**config.mk**
```make
export PLATFORM = sky130hd
export DESIGN_NAME = alu_bist
export DESIGN_NICKNAME = d
export VERILOG_FILES = /design/src/rtl/alu_bist.sv
export SDC_FILE = /design/constraint.sdc
export NUM_CORES = 1
export LEC_CHECK = 0
export CAP_MARGIN = 30
export CELL_PAD_IN_SITES_DETAIL_PLACEMENT = 1
export CELL_PAD_IN_SITES_GLOBAL_PLACEMENT = 2
export CORE_ASPECT_RATIO = 0.8
export CORE_MARGIN = 3
export CORE_UTILIZATION = 28
export DETAILED_ROUTE_END_ITERATION = 8
export PLACE_DENSITY = 0.77
export SLEW_MARGIN = 20
export SYNTH_ARGS = -nofsm -noshare
export SYNTH_HDL_FRONTEND = slang
export SYNTH_SLANG_ARGS = --single-unit
```
**constraint.sdc**
```tcl
create_clock -name clk -period 7.5 [get_ports clk]
set_input_delay 0.75 -clock clk [delete_from_list [all_inputs] [get_ports clk]]
set_output_delay 0.75 -clock clk [all_outputs]
set_load 0.005 [all_outputs]
```
**src/rtl/alu_bist.sv**
```systemverilog
// Built-in self-test engine for the processor ALU: sweeps every supported opcode with
// fixed corner vectors plus LFSR operands and compares res/flags against a golden model.
//
// state | meaning
// ------+---------------------------------------------------------------
// IDLE  | waiting for start; done/pass/fail_* hold the last run's result
// APPLY | drive operands and opcode for the current vector
// WAIT  | let the ALU settle for SETTLE cycles
// CHECK | compare ALU outputs with the golden model, step vector/op
// DONE  | publish done/pass, drop busy
module alu_bist #(
   parameter int          N       = 4,
   parameter int          VECTORS = 8,
   parameter int          SETTLE  = 1,
   parameter logic [15:0] SEED    = 16'hACE1
) (
   input  logic         clk,
   input  logic         rst,
   input  logic         start,
   output logic [N-1:0] alu_a,
   output logic [N-1:0] alu_b,
   output logic [2:0]   alu_ctrl,
   input  logic [N-1:0] alu_res,
   input  logic [3:0]   alu_flags,
   output logic         busy,
   output logic         done,
   output logic         pass,
   output logic [7:0]   fail_count,
   output logic [2:0]   fail_op,
   output logic [N-1:0] fail_a,
   output logic [N-1:0] fail_b
);

   localparam int VW = $clog2(VECTORS + 1);
   localparam int SW = $clog2(SETTLE + 1);
   localparam logic [VW-1:0] VEC_LAST = VW'(VECTORS - 1);

   localparam logic [2:0] OP_ADD = 3'b000;
   localparam logic [2:0] OP_SUB = 3'b001;
   localparam logic [2:0] OP_MOD = 3'b100;
   localparam logic [2:0] OP_AND = 3'b101;
   localparam logic [2:0] OP_MUL = 3'b110;
   localparam logic [2:0] OP_SRL = 3'b111;

   typedef enum logic [2:0] {
      S_IDLE,
      S_APPLY,
      S_WAIT,
      S_CHECK,
      S_DONE
   } state_t;

   state_t         state;
   state_t         state_nxt;
   logic [2:0]     op_cnt;
   logic [VW-1:0]  vec_cnt;
   logic [SW-1:0]  wait_cnt;
   logic [15:0]    lfsr;
   logic [15:0]    lfsr_nxt;
   logic [2:0]     cur_op;
   logic [N-1:0]   vec_a;
   logic [N-1:0]   vec_b;
   logic [N:0]     sum;
   logic [N-1:0]   gold_res;
   logic [3:0]     gold_flags;
   logic           gold_c;
   logic           gold_v;
   logic           mismatch;

   always_comb lfsr_nxt = {1'b0, lfsr[15:1]} ^ (lfsr[0] ? 16'hB400 : 16'h0000);

   // op_cnt counts down from 5, so it maps to the sweep order ADD first, SRL last
   always_comb begin
      case (op_cnt)
         3'd5:    cur_op = OP_ADD;
         3'd4:    cur_op = OP_SUB;
         3'd3:    cur_op = OP_MOD;
         3'd2:    cur_op = OP_AND;
         3'd1:    cur_op = OP_MUL;
         default: cur_op = OP_SRL;
      endcase
   end

   always_comb begin
      vec_a = '0;
      vec_b = '0;
      if (vec_cnt == VEC_LAST) begin
         vec_a = '0;
         vec_b = '0;
      end else if (vec_cnt == VEC_LAST - VW'(1)) begin
         vec_a = '1;
         vec_b = '1;
      end else begin
         vec_a = lfsr[N-1:0];
         vec_b = lfsr[2*N-1:N];
      end
      if (cur_op == OP_MOD && vec_b == '0)
         vec_b = N'(1);
   end

   always_comb begin
      sum      = '0;
      gold_res = '0;
      gold_c   = 1'b0;
      gold_v   = 1'b0;
      case (alu_ctrl)
         OP_ADD: begin
            sum      = {1'b0, alu_a} + {1'b0, alu_b};
            gold_res = sum[N-1:0];
            gold_c   = sum[N];
            gold_v   = (alu_a[N-1] == alu_b[N-1]) && (gold_res[N-1] != alu_a[N-1]);
         end
         OP_SUB: begin
            sum      = {1'b0, alu_a} - {1'b0, alu_b};
            gold_res = sum[N-1:0];
            gold_c   = ~sum[N];
            gold_v   = (alu_a[N-1] != alu_b[N-1]) && (gold_res[N-1] != alu_a[N-1]);
         end
         OP_MOD:  gold_res = (alu_b == '0) ? '0 : alu_a % alu_b;
         OP_AND:  gold_res = alu_a & alu_b;
         OP_MUL:  gold_res = alu_a * alu_b;
         OP_SRL:  gold_res = alu_a >> 1;
         default: gold_res = '0;
      endcase
      gold_flags = {gold_res[N-1], gold_res == '0, gold_c, gold_v};
      mismatch   = (alu_res != gold_res) || (alu_flags != gold_flags);
   end

   always_ff @(posedge clk or posedge rst) begin
      if (rst)
         state <= S_IDLE;
      else
         state <= state_nxt;
   end

   always_comb begin
      state_nxt = state;
      case (state)
         S_IDLE:  if (start) state_nxt = S_APPLY;
         S_APPLY: state_nxt = S_WAIT;
         S_WAIT:  if (wait_cnt == '0) state_nxt = S_CHECK;
         S_CHECK: state_nxt = (vec_cnt == '0 && op_cnt == 3'd0) ? S_DONE : S_APPLY;
         S_DONE:  state_nxt = S_IDLE;
         default: state_nxt = S_IDLE;
      endcase
   end

   always_ff @(posedge clk or posedge rst) begin
      if (rst) begin
         alu_a      <= '0;
         alu_b      <= '0;
         alu_ctrl   <= 3'b000;
         busy       <= 1'b0;
         done       <= 1'b0;
         pass       <= 1'b0;
         fail_count <= 8'd0;
         fail_op    <= 3'b000;
         fail_a     <= '0;
         fail_b     <= '0;
         lfsr       <= SEED;
         op_cnt     <= 3'd5;
         vec_cnt    <= VEC_LAST;
         wait_cnt   <= '0;
      end else begin
         case (state)
            S_IDLE: begin
               if (start) begin
                  busy       <= 1'b1;
                  done       <= 1'b0;
                  pass       <= 1'b0;
                  fail_count <= 8'd0;
                  fail_op    <= 3'b000;
                  fail_a     <= '0;
                  fail_b     <= '0;
                  lfsr       <= SEED;
                  op_cnt     <= 3'd5;
                  vec_cnt    <= VEC_LAST;
               end
            end
            S_APPLY: begin
               alu_a    <= vec_a;
               alu_b    <= vec_b;
               alu_ctrl <= cur_op;
               wait_cnt <= SW'(SETTLE - 1);
               // the LFSR value is consumed first, then stepped for the next random vector
               if (vec_cnt < VEC_LAST - VW'(1))
                  lfsr <= lfsr_nxt;
            end
            S_WAIT: begin
               if (wait_cnt != '0)
                  wait_cnt <= wait_cnt - SW'(1);
            end
            S_CHECK: begin
               if (mismatch) begin
                  if (fail_count == 8'd0) begin
                     fail_op <= alu_ctrl;
                     fail_a  <= alu_a;
                     fail_b  <= alu_b;
                  end
                  if (fail_count != 8'hFF)
                     fail_count <= fail_count + 8'd1;
               end
               if (vec_cnt == '0) begin
                  vec_cnt <= VEC_LAST;
                  if (op_cnt != 3'd0)
                     op_cnt <= op_cnt - 3'd1;
               end else begin
                  vec_cnt <= vec_cnt - VW'(1);
               end
            end
            S_DONE: begin
               busy <= 1'b0;
               done <= 1'b1;
               pass <= (fail_count == 8'd0);
            end
            default: ;
         endcase
      end
   end

endmodule
```
==> impl_metrics.env, run 1 <==
export IMPL_design_core_area_um2=14300
export IMPL_cts_resized=0
export IMPL_powerDensity_nw_per_um2=175
export IMPL_yosysWarningCount=0
export IMPL_mappedNetlistNets=508
export IMPL_clock_insertion_delay_worst_skew_ps=330
export IMPL_placement_cell_area_um2=4720
export IMPL_design_final_nets=543
export IMPL_buffer_ports_inserted=43
export IMPL_viasPerCell=5.29
export IMPL_r2r_start="alu_a[3]"
export IMPL_synth_async_reset_ratio_pct=100
export IMPL_worst_setup_hold_path_clk_slew_ps=60
export IMPL_final_min_clock_period_ps=6730
export IMPL_grt_usage_pct=15.3
export IMPL_worst_hold_path_type="reg2reg"
export IMPL_final_max_slew_violation_count=0
export IMPL_initial_core_util_pct=28.8
export IMPL_number_of_buffers_created_by_cts=9
export IMPL_wl_per_cell_um=17.7
export IMPL_synth_ff_latch_count=59
export IMPL_drv_cap=0
export IMPL_fin_tns_setup_ps=0
export IMPL_fmaxAchievable_mhz=149
export IMPL_required_time_of_the_critical_path_ps=7710
export IMPL_hpwl_mm=8.96
export IMPL_worstSetupStartpoint="alu_a[3]"
export IMPL_slew_limit_headroom_pct=40.5
export IMPL_drt_pass1_iter_count=4
export IMPL_num_vias=3614
export IMPL_design_power_total_mw=0.882
export IMPL_maximum_number_of_pins_on_one_net_before_global_route_repair=60
export IMPL_tritoncts="built"
export IMPL_finalClockSkew_ps=6.61
export IMPL_layout_cell_share_with_drive_strength_beyond_1_pct=9.22
export IMPL_drtAntennaViolNets=0
export IMPL_final_area_um2=5050
export IMPL_grt_overflow_total=0
export IMPL_floorplan_die_area_um2=16300
export IMPL_netlist_top_cells_area="dfrtp_1 (28%), ha_1 (11%), dfstp_2 (8.3%), o21ai_0 (5.0%), nand2_1 (3.9%)"
export IMPL_critical_path_max_fanout=11
export IMPL_clock_sinks=59
export IMPL_non_filler_cells_in_the_finished_layout=683
export IMPL_ctsHtreeMaxLevel=3
export IMPL_syn_mean_instance_area_um2=9.01
export IMPL_power_ir_vdd_worst_mv=0.121
export IMPL_cts_hold_repair_buffers=0
export IMPL_grt_pass1_vias=3767
export IMPL_die_width_um=142
export IMPL_cp_start_kind="flop"
export IMPL_drcViolationCount=0
export IMPL_wirelength_mm=12.1
export IMPL_grt_antenna_before_repair=0
export IMPL_num_fill_cells=1670
export IMPL_layout_area_overhead_vs_synth_pct=22.0
export IMPL_gp_congestion=0.795
export IMPL_fin_crit_sh_pct=89.7
export IMPL_synth_top_flop_cell="dfrtp_1"
export IMPL_netlist_top_cell_by_area="dfrtp_1"
export IMPL_place_inst=667
export IMPL_synth_sequential_area_ratio_pct=36.1
export IMPL_setup_worst_path_class="reg2reg"
export IMPL_detail_route_iter0_violations=151
export IMPL_hold_viol_final=0
export IMPL_yosys_area_top_type_share_pct=27.8
export IMPL_synthesis_area_um2=4140
export IMPL_status="finished clean"
export IMPL_hold_path_startpoint="done"
export IMPL_max_clock_path_buffers=2
export IMPL_grt_first_pass_wirelength_mm=19.9
export IMPL_diodes=0
export IMPL_finalSetupViolations=0
export IMPL_die_y_um=115
export IMPL_postSynthCellCount=459
export IMPL_rsz_0062_raised_after_global_routing="false"
export IMPL_io_pins=44
export IMPL_core_rowCount=39
export IMPL_setup_worst_path_end_class="flop"
export IMPL_yosysUniqueCellTypes=63
export IMPL_clock_tree_root_cell="clkbuf_16"
export IMPL_worst_ep_arrival_time_ps=6940
export IMPL_cts_repair_timing_setup_buffer_count=0
export IMPL_leakagePower_nw=2.18
export IMPL_timing_worst_slew_pin_value_ps=893
export IMPL_synth_edf_count=0
-- per-layer routing --
metal,share of wire (%),routed length (um),global-route usage [%],vias to the layer above
met3,2.6,318,3.08,8
met1,47,5640,19.6,1821
met2,50,6040,26.9,44
li1,-,-,-,1741
met5,0,0,0,-
met4,0.60,72,3.32,0
-- sequential cells by signal, summed over array words and instances (netlist names) --
register    count
busy            1
alu_b           4
fail_op         3
fail_count      8
op_cnt          3
fail_a          4
fail_b          4
lfsr           16
vec_cnt         4
done            1
alu_ctrl        3
alu_a           4
state           3
pass            1
-- power breakdown --
group | total, mW | leakage [nW] | internal (mW) | switching, mW
clock | 0.450 | 0.160 | 0.293 | 0.158
combinational | 0.0769 | 1.33 | 0.0450 | 0.0320
sequential | 0.354 | 0.694 | 0.331 | 0.0235
-- critical path, cell delays in order (launching register included) --
cell,delay (ps)
dfrtp_1,640
ha_1,230
nor4b_1,230
a2bb2oi_1,260
ha_1,290
or2_1,250
nand3_1,120
mux2_4,330
ha_1,310
o21ba_1,200
o31a_2,130
o31ai_1,500
ha_1,400
nand2_1,130
o21a_1,220
inv_1,80
o211a_1,250
or3_1,340
a2111oi_0,500
o311a_1,580
nor3_1,180
buf_2,210
a22o_1,200
-- per-stage QoR --
stage          utilization (%)  setup WS, ps  hold WS, ps
3_5_place_dp              32.9           796          474
2_1_floorplan                -          1780          460
3_3_place_gp              32.8          1030          466
6_report                  35.2           774          481
5_1_grt                   35.2           398          515
4_1_cts                   35.2           765          488
-- cell families after synthesis --
group           after synthesis  share of synthesized area [%]
simple gates                151                           18.6
compound gates              134                           21.9
flops                        59                           36.1
buf+inv                      52                           5.35
fa+ha+maj                    38                           12.0
xor+xnor                     17                           3.93
mux                           8                           2.12
-- final timing paths --
| check | end | slack, ps | cells after the start |
|---|---|---|---|
| max reg2reg | fail_b[1] | 770 | 22 |
| min | done | 480 | 2 |
| max | fail_b[1] | 770 | 22 |
| min reg2reg | done | 480 | 2 |
| max in group asynchronous | fail_b[1] | 6040 | 3 |
| min in group asynchronous | op_cnt[1] | 960 | 3 |
-- Yosys cell counts, drive strengths merged (6+ instances only) --
| cell type | count |
|---|---|
| nor3 | 11 |
| nor4b | 7 |
| a21oi | 20 |
| and3 | 7 |
| o21ai | 41 |
| dfrtp | 46 |
| nand2 | 43 |
| inv | 29 |
| nor4 | 6 |
| buf | 6 |
| xnor2 | 12 |
| a31oi | 10 |
| clkbuf | 17 |
| o21a | 6 |
| nor2 | 33 |
| nand3 | 16 |
| ha | 35 |
| o211ai | 9 |
| a22o | 14 |
| dfstp | 13 |
-- cells in the final DEF, fill, tap and decap left out, types with 8 or more instances in the layout --
master           synthesis  routed
a21oi_1                 19      19
a22o_1                  14      14
a31oi_1                 10      10
clkbuf_16                0       9
clkdlybuf4s50_1          0      43
dfrtp_1                 46      46
dfstp_2                 13      13
ha_1                    35      35
inv_1                   29      28
nand2_1                 43      43
nand3_1                 16      16
nor2_1                  33      33
nor3_1                  11      11
o211ai_1                 8       8
o21ai_0                 41      41
xnor2_1                 12      12
-- cell type report --
cell class	instances	area (um2)	share of cell area (%)
multi-input cells	348	2430	48.1
flip-flops and latches	59	1490	29.6
repair buffers	47	465	9.22
well taps	184	230	4.56
clock buffers	9	225	4.46
inverters	29	109	2.16
clock inverters	7	100	1.98
Power figures use the tool's default switching activity.
==> inputs of run 2 (changes only) <==
--- a/config.mk
+++ b/config.mk
@@ -11,6 +11,7 @@
 export CORE_ASPECT_RATIO = 0.8
 export CORE_MARGIN = 3
 export CORE_UTILIZATION = 28
+export CTS_CLUSTER_DIAMETER = 50
 export DETAILED_ROUTE_END_ITERATION = 8
 export PLACE_DENSITY = 0.77
 export SLEW_MARGIN = 20
==> results of run 2 <==
Final layout, timing and power as in run 1 (identical DEF).
==> inputs of run 3 (changes only) <==
==> constraint.sdc (replaced) <==
create_clock -name clk -period 8.7 [get_ports clk]
set_input_delay 0.87 -clock clk [delete_from_list [all_inputs] [get_ports clk]]
set_output_delay 0.87 -clock clk [all_outputs]
set_load 0.005 [all_outputs]
==> impl_metrics.env, run 3 (same netlist as run 1, synthesis figures left out) <==
export IMPL_most_frequent_cells_in_the_layout="dfrtp_1 (46), nand2_1 (43), clkdlybuf4s50_1 (43)"
export IMPL_critical_path_max_fanout=11
export IMPL_buffer_ports_inserted=43
export IMPL_hold_viol_final=0
export IMPL_registers_top_by_ff_count="lfsr"
export IMPL_slew_limit_headroom_pct=38.8
export IMPL_floorplan_die_area_um2=16300
export IMPL_global_route_usage_met2_pct=24.8
export IMPL_timing_critical_path_slowest_stage_cell="dfrtp_1"
export IMPL_rsz_0062_raised_after_global_routing="false"
export IMPL_largest_register_ffs=16
export IMPL_ctsHtreeMaxLevel=3
export IMPL_crit_chain="ha_1 -> nor4b_1 -> a2bb2oi_1 -> ha_1 -> or2_1 -> nand3_1 -> mux2_4 -> ha_1 -> o21ba_1 -> o31a_2 -> o31ai_1 -> ha_1 -> nand2_1 -> o21a_1 -> inv_1 -> o211a_1 -> or3_1 -> a2111oi_0 -> o311a_1 -> nor3_1 -> buf_2 -> a22o_1"
export IMPL_drcViolationCount=0
export IMPL_maximum_number_of_pins_on_one_net_before_global_route_repair=60
export IMPL_final_min_clock_period_ps=6520
export IMPL_cts_repair_timing_setup_buffer_count=0
export IMPL_drv_cap=0
export IMPL_grt_overflow_total=0
export IMPL_timing_worst_slew_pin_value_ps=918
export IMPL_grt_pass1_vias=3655
export IMPL_fin_tns_setup_ps=0
export IMPL_detail_route_iter0_violations=158
export IMPL_critical_path_max_stage_delay_ps=620
export IMPL_wl_per_cell_um=17.4
export IMPL_required_time_of_the_critical_path_ps=8910
export IMPL_fmaxAchievable_mhz=153
export IMPL_max_clock_path_buffers=2
export IMPL_layout_area_overhead_vs_synth_pct=22.1
export IMPL_clock_tree_root_cell="clkbuf_16"
export IMPL_diodes=0
export IMPL_num_fill_cells=1701
export IMPL_clock_insertion_delay_worst_skew_ps=320
export IMPL_io_pins=44
export IMPL_top_regs="lfsr: 16 flops, fail_count: 8 flops"
export IMPL_wirelength_mm=11.9
export IMPL_grt_first_pass_wirelength_mm=19.6
export IMPL_global_route_usage_met1_pct=20.6
export IMPL_crit_top_cell="ha_1"
export IMPL_cp_top_family="compound AO/OA/AOI/OAI gates"
export IMPL_most_common_library_cell_in_the_layout_ignoring_fill_and_taps="dfrtp_1"
export IMPL_number_of_buffers_created_by_cts=9
export IMPL_viasPerCell=5.16
export IMPL_num_vias=3527
export IMPL_sequential_cell_area_um2=1490
export IMPL_worst_ep_arrival_time_ps=6730
export IMPL_fin_crit_sh_pct=75.0
export IMPL_finalClockSkew_ps=7.12
export IMPL_clock_sinks=59
export IMPL_die_width_um=142
export IMPL_multi_input_comb_area_um2=2430
export IMPL_leakagePower_nw=2.18
export IMPL_design_core_area_um2=14300
export IMPL_use_met3_pct=2.79
export IMPL_cts_resized=0
export IMPL_die_y_um=115
export IMPL_hpwl_mm=8.66
export IMPL_initial_core_util_pct=28.8
export IMPL_worst_setup_hold_path_clk_slew_ps=50
export IMPL_powerDensity_nw_per_um2=151
export IMPL_core_rowCount=39
export IMPL_final_area_um2=5050
export IMPL_drt_pass1_iter_count=4
export IMPL_cts_hold_repair_buffers=0
export IMPL_setup_worst_path_class="reg2reg"
export IMPL_power_ir_vdd_worst_mv=0.104
export IMPL_grt_usage_pct=15.0
export IMPL_finalSetupViolations=0
export IMPL_placement_cell_area_um2=4720
export IMPL_gp_congestion=0.793
export IMPL_globalRoute_busiestLayer="met2"
export IMPL_crit_buf_inv=2
export IMPL_setup_worst_path_end_class="flop"
export IMPL_cp_start_kind="flop"
export IMPL_worst_hold_path_type="reg2reg"
export IMPL_status="finished clean"
export IMPL_drtAntennaViolNets=0
export IMPL_layout_cell_share_with_drive_strength_beyond_1_pct=9.02
export IMPL_final_max_slew_violation_count=0
export IMPL_design_final_nets=543
export IMPL_tritoncts="built"
export IMPL_grt_antenna_before_repair=0
## run 3: cell types whose count changed in the layout (fill, tap and decap cells not counted)
cell / change
clkbuf_1: +1
clkbuf_8: +2
clkinv_4: -3
clkinvlp_4: +1
inv_6: -1
## run 3: per-layer routing
metal | vias up | wire length [um]
met5 | - | 0
met4 | 0 | 138
met3 | 10 | 403
met2 | 53 | 5620
met1 | 1726 | 5700
li1 | 1738 | -
## run 3: final timing paths
check	start	endpoint	slack (ps)	depth (start not counted)
worst max-delay path	alu_a[3]	fail_op[1]	2180	22
worst min-delay path	done	done	480	2
worst max register to register	alu_a[3]	fail_op[1]	2180	22
worst min register to register	done	done	480	2
max in group asynchronous	rst	fail_op[2]	7100	3
min in group asynchronous	rst	op_cnt[1]	1090	3
## run 3: worst reg2reg max path, cell delays in order (launching register included)
cell	delay, ps
dfrtp_1	620
ha_1	220
nor4b_1	240
a2bb2oi_1	250
ha_1	290
or2_1	240
nand3_1	120
mux2_4	330
ha_1	320
o21ba_1	190
o31a_2	120
o31ai_1	480
ha_1	390
nand2_1	130
o21a_1	210
inv_1	80
o211a_1	240
or3_1	350
a2111oi_0	450
o311a_1	530
nor3_1	180
buf_2	210
a22o_1	200
## run 3: final cells by class
cell class,instances,share of cell area [%]
Sequential cell,59,29.5
Clock inverter,4,1.44
Clock buffer,12,5.08
Tap cell,184,4.56
Timing Repair Buffer,47,9.21
Inverter,29,2.15
Multi-Input combinational cell,348,48.0
## run 3: where the power goes
part	leakage [nW]	switching [mW]	internal, mW	total, mW
Sequential	0.694	0.0198	0.285	0.305
Clock	0.159	0.124	0.266	0.390
Combinational	1.33	0.0274	0.0388	0.0662
## run 3: metrics by stage
| step | total power, mW | setup slack [ps] | hold WS [ps] | util, % | instances |
|---|---|---|---|---|---|
| final | 0.761 | 2180 | 477 | 35.2 | 683 |
| after global routing | 0.798 | 1630 | 516 | 35.2 | 683 |
| after CTS | 0.773 | 2130 | 485 | 35.2 | 683 |
| after detailed placement | 0.377 | 2120 | 471 | 32.9 | 667 |
| after global placement | 0.375 | 2240 | 469 | 32.8 | 665 |
| after floorplan | 0.336 | 2980 | 460 | - | 459 |
